--- src/rtl/serial_add_ctrl_if.sv ---
// Request/result bundle between operand-producing logic and the bit-serial adder.
// The master drives operands and start; the slave returns status and the sum.
interface serial_add_ctrl_if #(
    parameter int unsigned N = 8
);
    logic         start;
    logic [N-1:0] x;
    logic [N-1:0] y;
    logic         cin;
    logic         busy;
    logic         done;
    logic [N-1:0] s;
    logic         cout;
    logic         v;

    modport master (
        output start, x, y, cin,
        input  busy, done, s, cout, v
    );

    modport slave (
        input  start, x, y, cin,
        output busy, done, s, cout, v
    );
endinterface

--- src/rtl/serial_add_ctrl.sv ---
// Bit-serial adder: one shared full-adder cell steps through N bits LSB first,
// carry held in a flop, returning sum, carry-out and signed overflow.
module fulladd (
    input  logic cin,
    input  logic x,
    input  logic y,
    output logic s,
    output logic cout
);
    assign s    = x ^ y ^ cin;
    assign cout = (x & y) | (cin & (x ^ y));
endmodule

module serial_add_ctrl #(
    parameter int unsigned N = 8
) (
    input  logic                 clk,
    input  logic                 rst,
    serial_add_ctrl_if.slave     bus
);
    localparam int unsigned CW = $clog2(N) + 1;

    typedef enum logic [1:0] {
        IDLE = 2'd0,
        ADD  = 2'd1,
        DONE = 2'd2
    } state_t;

    state_t         state;
    state_t         state_nxt;
    logic [N-1:0]   xreg;
    logic [N-1:0]   yreg;
    logic [N-1:0]   sreg;
    logic           carry;
    logic [CW-1:0]  count;
    logic           cout_q;
    logic           v_q;
    logic           busy_q;
    logic           done_q;
    logic           cell_s;
    logic           cell_cout;
    logic           last_bit;

    fulladd u_fulladd (
        .cin  (carry),
        .x    (xreg[0]),
        .y    (yreg[0]),
        .s    (cell_s),
        .cout (cell_cout)
    );

    assign last_bit = (count == CW'(N - 1));

    // State register
    always_ff @(posedge clk) begin
        if (rst) begin
            state <= IDLE;
        end else begin
            state <= state_nxt;
        end
    end

    // Next-state decode; start is only honoured in IDLE
    always_comb begin
        state_nxt = state;
        case (state)
            IDLE:    if (bus.start) state_nxt = ADD;
            ADD:     if (last_bit)  state_nxt = DONE;
            DONE:    state_nxt = IDLE;
            default: state_nxt = IDLE;
        endcase
    end

    // Datapath and registered status; carry flop holds carry into the current bit,
    // so on the last bit it is exactly the carry into the MSB.
    always_ff @(posedge clk) begin
        if (rst) begin
            xreg   <= '0;
            yreg   <= '0;
            sreg   <= '0;
            carry  <= 1'b0;
            count  <= '0;
            cout_q <= 1'b0;
            v_q    <= 1'b0;
            busy_q <= 1'b0;
            done_q <= 1'b0;
        end else begin
            busy_q <= (state_nxt == ADD);
            done_q <= (state_nxt == DONE);
            case (state)
                IDLE: begin
                    if (bus.start) begin
                        xreg  <= bus.x;
                        yreg  <= bus.y;
                        carry <= bus.cin;
                        count <= '0;
                    end
                end
                ADD: begin
                    sreg  <= N'({cell_s, sreg} >> 1);
                    xreg  <= xreg >> 1;
                    yreg  <= yreg >> 1;
                    carry <= cell_cout;
                    count <= count + CW'(1);
                    if (last_bit) begin
                        cout_q <= cell_cout;
                        v_q    <= carry ^ cell_cout;
                    end
                end
                default: ;
            endcase
        end
    end

    assign bus.busy = busy_q;
    assign bus.done = done_q;
    assign bus.s    = sreg;
    assign bus.cout = cout_q;
    assign bus.v    = v_q;
endmodule

--- src/flat_wrapper.sv ---
// flat-port wrapper written by rule: the top's interface ports become plain ports
module serial_add_ctrl_flat 
#(
    parameter int unsigned N = 8
)
  (clk, rst, bus_start, bus_x, bus_y, bus_cin, bus_busy, bus_done, bus_s, bus_cout, bus_v);
  serial_add_ctrl_if #(.N(N)) bus_i ();
  input  logic clk;
  input  logic rst;
  input wire logic [$bits(bus_i.start)-1:0] bus_start;
  input wire logic [$bits(bus_i.x)-1:0] bus_x;
  input wire logic [$bits(bus_i.y)-1:0] bus_y;
  input wire logic [$bits(bus_i.cin)-1:0] bus_cin;
  output wire logic [$bits(bus_i.busy)-1:0] bus_busy;
  output wire logic [$bits(bus_i.done)-1:0] bus_done;
  output wire logic [$bits(bus_i.s)-1:0] bus_s;
  output wire logic [$bits(bus_i.cout)-1:0] bus_cout;
  output wire logic [$bits(bus_i.v)-1:0] bus_v;
  assign bus_i.start = bus_start;
  assign bus_i.x = bus_x;
  assign bus_i.y = bus_y;
  assign bus_i.cin = bus_cin;
  assign bus_busy = bus_i.busy;
  assign bus_done = bus_i.done;
  assign bus_s = bus_i.s;
  assign bus_cout = bus_i.cout;
  assign bus_v = bus_i.v;
  serial_add_ctrl #(.N(N)) u_core (.clk(clk), .rst(rst), .bus(bus_i));
endmodule
--- config.mk ---
export PLATFORM = sky130hd
export DESIGN_NAME = serial_add_ctrl_flat
export DESIGN_NICKNAME = d
export VERILOG_FILES = /design/src/rtl/serial_add_ctrl_if.sv /design/src/rtl/serial_add_ctrl.sv /design/src/flat_wrapper.sv
export SDC_FILE = /design/constraint.sdc
export NUM_CORES = 1
export LEC_CHECK = 0
export ABC_AREA = 1
export CAP_MARGIN = 30
export CELL_PAD_IN_SITES_DETAIL_PLACEMENT = 1
export CELL_PAD_IN_SITES_GLOBAL_PLACEMENT = 2
export CORE_UTILIZATION = 27
export DETAILED_ROUTE_END_ITERATION = 6
export GPL_ROUTABILITY_DRIVEN = 0
export GPL_TIMING_DRIVEN = 0
export PLACE_DENSITY = 0.88
export SKIP_CTS_REPAIR_TIMING = 1
export SLEW_MARGIN = 20
export SYNTH_ARGS = -nofsm -noshare
export SYNTH_HDL_FRONTEND = slang
export SYNTH_SLANG_ARGS = --single-unit
--- constraint.sdc ---
create_clock -name clk -period 1.42 [get_ports clk]
set_input_delay 0.284 -clock clk [delete_from_list [all_inputs] [get_ports clk]]
set_output_delay 0.284 -clock clk [all_outputs]
set_load 0.01 [all_outputs]
==> impl_metrics.tcl <==
set metrics [dict create \
    max_slew_margin 0.637 \
    worstRegToRegCells 6 \
    finalCriticalPeriod_ns 1.29 \
    start_util 0.279 \
    hold_ws_ns 0.266 \
    worstMarginPinSlew_ns 0.545 \
    critPathMaxFanout 10 \
    slowest_delay_ns 0.44 \
    yosysWarnings 0 \
    antenna_left 0 \
    post-route-drc-count 0 \
    critPathArrivalTime_ns 1.45 \
    min_from "rst" \
    yosysSeqAreaShare 0.457 \
    wirelength_microns 3960 \
    ys_ff_latch 35 \
    final-setup-viol-count 0 \
    maxSlewViolCount 0 \
    power_leakage_uw 0.00108 \
    die_w_microns 77.4 \
    grt.total_usage 0.144 \
    clk_path_buf_depth 2 \
    drtPass1Iterations 4 \
    fin_crit_sh 0.907 \
    maxCapViolCount 0 \
    rows 27 \
    grt_pass1_vias 1394 \
    syn_inst 224 \
    syn_nets 246 \
    fin_nets 282 \
    grt_max_degree 11 \
    finClkSkew_ns 0.00510 \
    htreeDepth 2 \
    cp_slowest_cell "dfxtp_1" \
    first_iter_violations 46 \
    nFillCells 710 \
    power_density_nw_per_um2 1040 \
    clkTransAtPathRegs_ns 0.07 \
    crit_buf_inv 1 \
    status "finished, final reports clean" \
    diodes 0 \
    yosys.area.top_type "dfxtp_1" \
    grt_pass1_wl_microns 6580 \
    hold_violations 0 \
    synth.cell_area_sq_um 1530 \
    place_inst 325 \
    insertion_delay_ns 0.29 \
    die_y_microns 77.4 \
    synthTopCellsByArea "dfxtp_1, nor2_1, nand2_1, nand3_1, inv_1" \
    fmax_mhz 776 \
    cts_root_buf "clkbuf_8" \
    critPathLaunchType "register" \
    critPathKind "reg2reg" \
    dieArea_sq_um 5990 \
    yosysUniqueCellTypes 19 \
    r2r_slack_ns 0.13 \
    finalSetupTns_ns 0 \
    cts.sinks 35 \
    whs_path_depth 2 \
    r2r_start "u_core.state[0]$_SDFF_PP0_" \
    tritoncts "yes" \
    fin_cells 332 \
    wl_per_cell_microns 11.9 \
    r2r_end "u_core.yreg[6]$_SDFFE_PP0P_" \
    crit_path_frequent_cell "nor2_1" \
    post-route-util 0.370 \
    required_ns 1.58 \
    syn_to_final_growth_pct 32.7 \
    synth_top_area_frac 0.457 \
    path_delay_family "simple AND/OR/NAND/NOR gates" \
    layout-drive-gt1-share 0.0808 \
    place_hpwl_microns 2830 \
    holdPathEnd "u_core.xreg[7]$_SDFFE_PP0P_" \
    worstHoldPathType "in2reg" \
    numPortBuffers 29 \
    critPathCaptureType "register" \
    crit_chain "nand2_2, nand2_1, buf_4, nor2_1, nor2_1, nor2_1" \
    routed-via-count 1479 \
    peakVddDrop_uv 377 \
    grt-ovfl-total 0 \
    layout_setup_ws_ns 0.132 \
    syn_area_per_cell_sq_um 6.85 \
    vias_per_cell 4.45 \
    io_pins 32 \
    grt_antenna_before_repair 0 \
    core_sq_um 5510 \
    place_ws_ns 0.0207 \
    numCtsBuffers 5 \
    grt_setup_unrepaired "no" \
]
==> worst max-delay path by stage <==
stage	start	end	slack (ns)	cells past startpoint
6_report	u_core.state[0]$_SDFF_PP0_	u_core.yreg[6]$_SDFFE_PP0P_	0.13	6
5_1_grt	u_core.state[0]$_SDFF_PP0_	u_core.xreg[1]$_SDFFE_PP0P_	0.004	6
4_1_cts	u_core.bus.s[7]$_SDFFE_PP0N_	bus_s[7]	-0.07	1
2_1_floorplan	u_core.xreg[0]$_SDFFE_PP0P_	u_core.bus.v$_SDFFE_PP0P_	0.27	4
3_5_place_dp	rst	u_core.bus.s[5]$_SDFFE_PP0N_	0.02	5
3_3_place_gp	rst	u_core.bus.s[5]$_SDFFE_PP0N_	0.001	5
==> synth_stat cells (all sizes together) <==
cell	count
a21oi	8
buf	9
clkbuf	3
clkinv	1
dfxtp	35
fa	1
ha	1
inv	21
nand2	49
nand3	32
nor2	53
o21ai	10
xor2	1
==> placed cells by master (no fill, tap or decap) <==
master	n
clkbuf_2	1
buf_2	4
nand3_1	32
nand2_2	2
inv_1	20
clkdlybuf4s50_1	17
nor2_1	51
clkbuf_1	2
buf_4	3
inv_2	1
dlymetal6s2s_1	12
buf_1	1
a21oi_1	8
nand2_1	47
clkinv_1	1
clkbuf_8	6
fa_1	1
o21ai_0	10
xor2_1	1
dfxtp_1	35
ha_1	1
nor2_2	2
clkinv_2	1
buf_6	1
==> sequential cells by signal (all words and copies together) (netlist names) <==
signal	cells
u_core.bus.s	8
u_core.carry	1
u_core.bus.v	1
u_core.bus.cout	1
u_core.count	4
u_core.state	2
u_core.yreg	8
u_core.bus.busy	1
u_core.bus.done	1
u_core.xreg	8
==> metal layers <==
metal | share of wire | up-vias | global-route usage
met4 | 0.013 | 0 | 0.0509
li1 | - | 766 | -
met1 | 0.48 | 678 | 0.171
met2 | 0.47 | 28 | 0.247
met3 | 0.042 | 7 | 0.0424
met5 | 0 | - | 0
==> logic make-up after synthesis <==
logic type                 synth area share
AOI/OAI and AO/OA                    0.0587
and+or+nand+nor                       0.359
xor gates and xnor gates            0.00571
DFF                                   0.457
buffers and inverters                0.0987
adders and majority gates            0.0212
==> through the flow <==
stage / power [uW] / instance area (sq um)
2_1_floorplan: 1260 / 1530
3_3_place_gp: 1400 / 1910
3_5_place_dp: 1410 / 1910
4_1_cts: 2150 / 2000
5_1_grt: 2220 / 2040
6_report: 2110 / 2040
==> power by group <==
part           switching, uW  internal (uW)  total [uW]  leakage (uW)
registers               33.7           1030        1070      0.000287
logic                    164            142         307      0.000746
clock network            352            380         732     0.0000470
total                    549           1560        2110       0.00108
==> layout make-up <==
cell class,count,area (sq um),area share
flip-flops and latches,35,701,0.344
multi-input cells,155,684,0.336
repair buffers,29,320,0.157
well taps,72,90.1,0.0443
clock buffers,6,82.6,0.0406
inverters,22,82.6,0.0406
plain buffers,12,70.1,0.0344
clock inverters,1,5.00,0.00246
No activity file was read; power rests on OpenSTA's default activity.
